===== config.mk =====
export PLATFORM = sky130hd
export DESIGN_NAME = mem_line_responder_flat
export DESIGN_NICKNAME = d
export VERILOG_FILES = /design/src/rtl/mem_line_if.sv /design/src/rtl/mem_line_responder.sv /design/src/flat_wrapper.sv
export SDC_FILE = /design/constraint.sdc
export NUM_CORES = 2
export LEC_CHECK = 0
export CAP_MARGIN = 25
export CORE_MARGIN = 1
export CORE_UTILIZATION = 30
export DETAILED_ROUTE_END_ITERATION = 12
export SYNTH_ARGS = -nofsm -noshare
export SYNTH_HDL_FRONTEND = slang
export SYNTH_SLANG_ARGS = --single-unit

===== constraint.sdc =====
create_clock -name clk -period 4.2 [get_ports clk]
set_input_delay 0.84 -clock clk [delete_from_list [all_inputs] [get_ports clk]]
set_output_delay 0.84 -clock clk [all_outputs]
set_load 0.01 [all_outputs]

===== src/rtl/mem_line_if.sv =====
// Cache-controller <-> line-memory bus: request enables, line address/data and status.
interface mem_line_if #(
   parameter int unsigned DATA_W      = 8,
   parameter int unsigned LINE_WORDS  = 4,
   parameter int unsigned LINE_ADDR_W = 6
);
   logic                         RAMreadEnable;
   logic                         RAMwriteEnable;
   logic [LINE_ADDR_W-1:0]       lineAddr;
   logic [LINE_WORDS*DATA_W-1:0] lineIn;
   logic [LINE_WORDS*DATA_W-1:0] lineOut;
   logic                         busy;
   logic                         done;
   logic                         protoErr;

   modport master (
      output RAMreadEnable, RAMwriteEnable, lineAddr, lineIn,
      input  lineOut, busy, done, protoErr
   );

   modport slave (
      input  RAMreadEnable, RAMwriteEnable, lineAddr, lineIn,
      output lineOut, busy, done, protoErr
   );
endinterface


===== src/rtl/mem_line_responder.sv =====
// Line-granular memory model: fixed access latency, then one word per cycle
// for line fetches and write-backs.
module mem_line_responder #(
   parameter int unsigned DATA_W      = 8,
   parameter int unsigned LINE_WORDS  = 4,
   parameter int unsigned LINE_ADDR_W = 6,
   parameter int unsigned ACCESS_LAT  = 2
) (
   input logic       clk,
   input logic       clr,
   mem_line_if.slave bus
);
   localparam int unsigned IDX_W    = $clog2(LINE_WORDS);
   localparam int unsigned MEM_AW   = LINE_ADDR_W + IDX_W;
   localparam int unsigned DEPTH    = 1 << MEM_AW;
   localparam int unsigned LINE_W   = LINE_WORDS * DATA_W;
   localparam int unsigned CNT_W    = 4;
   localparam int unsigned CNT_LOAD = (ACCESS_LAT == 0) ? 0 : ACCESS_LAT - 1;

   typedef enum logic [1:0] {IDLE, WAIT, XFER, DONE} state_t;

   state_t                 state_q, state_d;
   logic [CNT_W-1:0]       cnt_q, cnt_d;
   logic [IDX_W-1:0]       idx_q, idx_d;
   logic [LINE_ADDR_W-1:0] addr_q, addr_d;
   logic [LINE_W-1:0]      line_in_q, line_in_d;
   logic [LINE_W-1:0]      line_out_q, line_out_d;
   logic                   is_wr_q, is_wr_d;
   logic                   busy_q, busy_d;
   logic                   done_q, done_d;
   logic                   proto_err_q, proto_err_d;

   logic                   mem_we_c;
   logic [MEM_AW-1:0]      mem_addr_c;
   logic [DATA_W-1:0]      mem_wdata_c;
   logic [DATA_W-1:0]      mem_q [DEPTH];

   // Next-state and datapath control
   always_comb begin
      state_d     = state_q;
      cnt_d       = cnt_q;
      idx_d       = idx_q;
      addr_d      = addr_q;
      line_in_d   = line_in_q;
      line_out_d  = line_out_q;
      is_wr_d     = is_wr_q;
      proto_err_d = 1'b0;
      mem_we_c    = 1'b0;
      mem_addr_c  = {addr_q, idx_q};
      mem_wdata_c = line_in_q[32'(idx_q)*DATA_W +: DATA_W];

      unique case (state_q)
         IDLE: begin
            if (bus.RAMwriteEnable || bus.RAMreadEnable) begin
               // A simultaneous read request is dropped; write-back wins.
               addr_d      = bus.lineAddr;
               is_wr_d     = bus.RAMwriteEnable;
               idx_d       = '0;
               proto_err_d = bus.RAMwriteEnable && bus.RAMreadEnable;
               if (bus.RAMwriteEnable) line_in_d = bus.lineIn;
               if (ACCESS_LAT == 0) begin
                  state_d = XFER;
               end else begin
                  state_d = WAIT;
                  cnt_d   = CNT_W'(CNT_LOAD);
               end
            end
         end
         WAIT: begin
            if (cnt_q == '0) state_d = XFER;
            else             cnt_d   = cnt_q - CNT_W'(1);
         end
         XFER: begin
            if (is_wr_q) mem_we_c = 1'b1;
            else         line_out_d[32'(idx_q)*DATA_W +: DATA_W] = mem_q[mem_addr_c];
            idx_d = idx_q + IDX_W'(1);
            if (idx_q == IDX_W'(LINE_WORDS - 1)) state_d = DONE;
         end
         DONE:    state_d = IDLE;
         default: state_d = IDLE;
      endcase

      busy_d = (state_d != IDLE);
      done_d = (state_d == DONE);
   end

   always_ff @(posedge clk or negedge clr) begin
      if (!clr) begin
         state_q     <= IDLE;
         cnt_q       <= '0;
         idx_q       <= '0;
         addr_q      <= '0;
         line_in_q   <= '0;
         line_out_q  <= '0;
         is_wr_q     <= 1'b0;
         busy_q      <= 1'b0;
         done_q      <= 1'b0;
         proto_err_q <= 1'b0;
      end else begin
         state_q     <= state_d;
         cnt_q       <= cnt_d;
         idx_q       <= idx_d;
         addr_q      <= addr_d;
         line_in_q   <= line_in_d;
         line_out_q  <= line_out_d;
         is_wr_q     <= is_wr_d;
         busy_q      <= busy_d;
         done_q      <= done_d;
         proto_err_q <= proto_err_d;
      end
   end

   // Storage keeps its contents across reset; an aborted write leaves earlier words in place.
   always_ff @(posedge clk) begin
      if (mem_we_c) mem_q[mem_addr_c] <= mem_wdata_c;
   end

   assign bus.lineOut  = line_out_q;
   assign bus.busy     = busy_q;
   assign bus.done     = done_q;
   assign bus.protoErr = proto_err_q;
endmodule


===== src/flat_wrapper.sv =====
// flat-port wrapper written by rule: the top's interface ports become plain ports
module mem_line_responder_flat 
#(
   parameter int unsigned DATA_W      = 8,
   parameter int unsigned LINE_WORDS  = 4,
   parameter int unsigned LINE_ADDR_W = 6,
   parameter int unsigned ACCESS_LAT  = 2
)
  (clk, clr, bus_RAMreadEnable, bus_RAMwriteEnable, bus_lineAddr, bus_lineIn, bus_lineOut, bus_busy, bus_done, bus_protoErr);
  mem_line_if #(.DATA_W(DATA_W), .LINE_WORDS(LINE_WORDS), .LINE_ADDR_W(LINE_ADDR_W)) bus_i ();
  input logic clk;
  input logic clr;
  input wire logic [$bits(bus_i.RAMreadEnable)-1:0] bus_RAMreadEnable;
  input wire logic [$bits(bus_i.RAMwriteEnable)-1:0] bus_RAMwriteEnable;
  input wire logic [$bits(bus_i.lineAddr)-1:0] bus_lineAddr;
  input wire logic [$bits(bus_i.lineIn)-1:0] bus_lineIn;
  output wire logic [$bits(bus_i.lineOut)-1:0] bus_lineOut;
  output wire logic [$bits(bus_i.busy)-1:0] bus_busy;
  output wire logic [$bits(bus_i.done)-1:0] bus_done;
  output wire logic [$bits(bus_i.protoErr)-1:0] bus_protoErr;
  assign bus_i.RAMreadEnable = bus_RAMreadEnable;
  assign bus_i.RAMwriteEnable = bus_RAMwriteEnable;
  assign bus_i.lineAddr = bus_lineAddr;
  assign bus_i.lineIn = bus_lineIn;
  assign bus_lineOut = bus_i.lineOut;
  assign bus_busy = bus_i.busy;
  assign bus_done = bus_i.done;
  assign bus_protoErr = bus_i.protoErr;
  mem_line_responder #(.DATA_W(DATA_W), .LINE_WORDS(LINE_WORDS), .LINE_ADDR_W(LINE_ADDR_W), .ACCESS_LAT(ACCESS_LAT)) u_core (.clk(clk), .clr(clr), .bus(bus_i));
endmodule

Yosys cells after proc, flatten, opt, wreduce, memory -nomap -nowiden --
Memories as Yosys holds them, arrays and structs flattened. Index checks and enable logic that the tools add are counted.
Word-level totals: flip-flop bits (word level) 82, memory bits (writable) 2048, bits of input ports 42, output and inout bits 35, word-level logic and storage cells 53, memories kept 1
Cells by class: add/subtract/negate cells 3, eq/ne operators 7, shift operators 3, mux-type cells 16, bitwise operators 1, reduce and logical (&&, ||, !) cells 12
Memory list:
- u_core.mem_q | words 256, bits a word 8, read ports 1, clocked after Yosys merged registers in 0, wr ports 1, RTL line mem_line_responder.sv:36 | logic [DATA_W-1:0] mem_q [DEPTH];
Operators with widths (count):
- negator 5 -> 34 bit | 1
- variable shift 8 x 34 -> 32 bit, first input constant | 1
- variable part select 8 x 34 -> 32 bit | 1
- bitwise mux 32 bit | 1
- variable part select 32 x 6 -> 8 bit | 1
- equality test 2 bit, second input constant | 4
- 2-to-1 mux 2 bit | 4
- 2-to-1 mux 4 bit | 2
- one-hot mux 2 bit (4 select lines) | 1
- one-hot mux 4 bit (2 select lines) | 1
- 2-to-1 mux 1 bit | 6
- AND reduction 2 bit | 3
- AND reduction 3 bit | 2
- nonzero test 2 bit | 3
- logical NOT 4 bit | 1
- one-hot mux 2 bit (2 select lines) | 1
- subtractor 4 x 1 -> 4 bit, second input constant | 1
- adder 2 x 1 -> 2 bit, second input constant | 1
- equality test 2 x 1 -> 1 bit, second input constant | 1
- logical NOT 2 bit | 1
- inequality test 2 x 1 -> 1 bit, second input constant | 1
- inequality test 2 bit, second input constant | 1
- logical AND 1 bit | 1
- logical OR 1 bit | 1
- NOT 1 bit | 1

Logic depth before layout (Yosys ltp) --
word-level depth 4, gate-level depth with buffers 15, gate-level depth less buffers 8

Worst setup path after synthesis --
Ideal clock, no wire load.
path type flip-flop to flip-flop, start point reg u_core.idx_q[0], end point mem u_core.mem_q[0][0], data pin, setup time 0.552 ns, data arrival time 3.783 ns, data required time 3.648 ns, slack -0.134 ns, stages on the path, launching flop included 9, buffers on the path 7, clock period less this slack 4.334 ns, cells stage by stage dfrtp_1 > buf_6 > buf_6 > buf_6 > buf_6 > buf_2 > buf_2 > buf_2 > mux4_2
On the way: word-level cells in the longest chain between the ends 1
Ends and longest elaborated chain:
- start: declaration | RTL line mem_line_responder.sv:24 | logic [IDX_W-1:0] idx_q, idx_d;
- start signal: assignment | RTL line mem_line_responder.sv:102 | idx_q <= idx_d;
- variable part select 32 x 6 -> 8 bit | RTL line mem_line_responder.sv:50 | mem_wdata_c = line_in_q[32'(idx_q)*DATA_W +: DATA_W];
- named net u_core.mem_wdata_c[0] | RTL line mem_line_responder.sv:35 | logic [DATA_W-1:0] mem_wdata_c;
- end: declaration | RTL line mem_line_responder.sv:36
The timed path passes the listed nets, and every way through them passes these cells.

Final worst setup path --
start point reg u_core.idx_q[0], end point reg u_core.line_out_q[17], in the netlist u_core.bus.lineOut[17]
On the way: word-level cells in the longest chain between the ends 3, elaborated cells on any way between the ends 5, classes of those cells add/sub (1); shift (2); mux (1); memory (1)
Ends and longest elaborated chain:
- memory read (256 x 8 bit) or negator 5 -> 34 bit (tied branches)
- variable part select 8 x 34 -> 32 bit or variable shift 8 x 34 -> 32 bit (tied branches) | RTL line mem_line_responder.sv:75 | else line_out_d[32'(idx_q)*DATA_W +: DATA_W] = mem_q[mem_addr_c];
- bitwise mux 32 bit * | RTL line mem_line_responder.sv:75
- end signal: assignment | RTL line mem_line_responder.sv:105 | line_out_q <= line_out_d;
- end: declaration | RTL line mem_line_responder.sv:27 | logic [LINE_W-1:0] line_out_q, line_out_d;
Every way passes the cells marked *; elsewhere a longest branch is shown, timed or not. A chain may end at the register's enable or synchronous reset.

==> reports/results.ini <==
[status]
status=complete, no violations

[floorplan]
row_count=193
dieArea_um2=280000
coreArea_um2=276000
die_h_um=529
start_util=0.302
io-pin-count=77
die_width_um=529

[routing]
wire_per_inst_um=25.3
drt-total-wl_mm=218
route.detailed.drc=0
ant_nets=0
via_per_inst=5.07
vias=43700
drt_iter0_drc=4718
dr.pass1.iters=6

[pwr]
p_leak_nw=30.5
power-per-cell-area_nw_per_um2=682
ir_worst_vdd_mv=0.945

[global_routing]
antenna_found_initial=2
grt_max_degree=215
gr-total-overflow=0
grt_pass1_wl_mm=314
grt_pass1_vias=43900
track_usage=0.153

[setup_path]
reg2reg_depth=10
crit_type=register to register
reg2reg_from=u_core.idx_q[0]
end_kind=register
cp_data_arrival_time_ps=4800
cp_max_fo=25
r2r_slack_ps=150
r2r_end=u_core.bus.lineOut[17]
worstPathRequired_ps=4950
start_kind=register

[cts]
cts_setup_buffers=0
path_clk_slew_ps=70
cts_made_buffers=209
cts.sinks=2130
htreeDepth=4
holdBufCountCts=0
clk_latency_ps=880
cts_resized=0
cts_buffer_depth=3
cts_tree=built
root_buffer=clkbuf_16

[timing]
setup_viol=0
slew_headroom=0.166
max_freq_mhz=247
slew_violations=0
min_period_ps=4050
post-route-period-util=0.963
hold_viol=0
rsz0062_at_grt=no
final.setup_skew_ps=56.6
tightest_slew_ps=1250
fin_ws_ps=154

[synthesis]
synth_edf_count=2048
synth_cell_types=66
yosysSeqAreaShare=0.761
netlist_instances=4366
synth_flop_cell=edfxtp_1
syn-cell-area_um2=83500
async_reset_ff_frac=0.0385
ys_warn_count=0
synth-seq-cells=2130
syn_nets=4416
avgSynthCellArea_um2=19.1

[placement]
portBuffers=76
postPlaceCellArea_um2=90800
place_congestion=0.916
dpl_worst_slack_ps=90.7
dp_hpwl_mm=140

[cells_and_area]
n_fill_cell=25500
syn2layout_area_growth_pct=17.1
design_area_um2=97700
layout_commonest_cell=edfxtp_1
layout.nets=4784
utilization=0.353
final_cell_mix=edfxtp_1 (2,048), mux2i_1 (442), buf_4 (313), mux4_2 (291), nor2_1 (287)
final_layout_size_suffix_gt1_frac=0.211

[worst_hold_path]
min_path_type=primary input to asynchronous set/reset pin

[flow_run]
drv_cap=0

-- how the worst max path moves through the flow --
| stage | cells past startpoint | from | end | slack, ps |
|---|---|---|---|---|
| 2_1_floorplan | 8 | u_core.idx_q[0] | u_core.mem_q[0][0] | -130 |
| 3_3_place_gp | 10 | u_core.idx_q[0] | u_core.bus.lineOut[17] | 130 |
| 3_5_place_dp | 10 | u_core.idx_q[0] | u_core.bus.lineOut[17] | 90 |
| 4_1_cts | 10 | u_core.idx_q[0] | u_core.bus.lineOut[17] | 80 |
| 5_1_grt | 10 | u_core.idx_q[0] | u_core.bus.lineOut[17] | 30 |
| 6_report | 10 | u_core.idx_q[0] | u_core.bus.lineOut[17] | 150 |
-- state kept, by name (all words and copies together), names as in the netlist --
signal / cells
u_core.bus.done: 1
u_core.bus.protoErr: 1
u_core.bus.lineOut: 32
u_core.bus.busy: 1
u_core.state_q: 2
u_core.mem_q: 2048
u_core.line_in_q: 32
u_core.cnt_q: 4
u_core.is_wr_q: 1
u_core.idx_q: 2
u_core.addr_q: 6
-- cell families (layout without fill, tap and decap cells) --
kind of cell / count (synthesis) / after routing / share of synthesized area
and+or+nand+nor: 761 / 761 / 0.0439
other: 0 / 1 / 0
adders and majority gates: 8 / 8 / 0.00120
muxes: 778 / 778 / 0.139
AOI/OAI and AO/OA: 403 / 403 / 0.0375
DFF: 2130 / 2130 / 0.761
xor gates and xnor gates: 2 / 2 / 0.000210
buffers and inverters: 284 / 830 / 0.0165
-- through the flow --
stage	hold WS, ps	setup TNS (ps)	cells	total power [mW]
6_report	61.5	0	8618	66.7
5_1_grt	92.7	0	8618	68.7
4_1_cts	43.7	0	8617	67.0
3_5_place_dp	492	0	8228	48.3
3_3_place_gp	483	0	8227	47.9
2_1_floorplan	469	-275130	4366	39.6
-- cell type report --
class	instances	area, um2	share of cell area
diodes	1	2.50	0.0000256
clock buffers	259	5580	0.0570
well taps	3705	4640	0.0474
flip-flops and latches	2130	63600	0.650
clock inverters	130	1330	0.0136
repair buffers	433	3990	0.0408
inverters	8	30.0	0.000307
multi-input cells	1952	18600	0.191
-- cells in the mapped netlist, drive strengths merged (16+ instances only) --
library cell	instances	area, um2
nand2	150	563
mux2	34	383
a22oi	86	646
a221oi	52	455
edfxtp	2048	61500
mux4	302	6810
nor2	289	1080
buf	117	748
nor4	35	256
dfrtp	82	2050
clkbuf	159	597
a2111oi	21	272
nand3	88	440
a221o	28	280
mux2i	442	4420
and3	67	419
nor2b	16	100
o22ai	125	782
nand4	49	307
-- worst max-delay path, cell delays in order, from the launching register on --
cell	delay [ps]
dfrtp_4	680
buf_12	280
buf_4	220
mux4_2	490
and3_1	200
a2111oi_0	770
buf_4	230
o2111ai_1	320
a31oi_2	360
nor2_1	80
a221o_1	270
-- per-layer routing --
layer	vias up	wire, um	global-route usage
met4	0	8160	0.0589
met2	1614	104000	0.247
met5	-	0	0
met1	23100	91100	0.204
li1	18600	-	-
met3	345	14800	0.0288
-- power by group --
| group | total, mW | switching [mW] | internal [mW] |
|---|---|---|---|
| clock network | 18.8 | 8.14 | 10.7 |
| logic | 18.8 | 13.2 | 5.62 |
| registers | 29.1 | 0.389 | 28.7 |
Note: power is estimated with default switching activity, not from simulation.
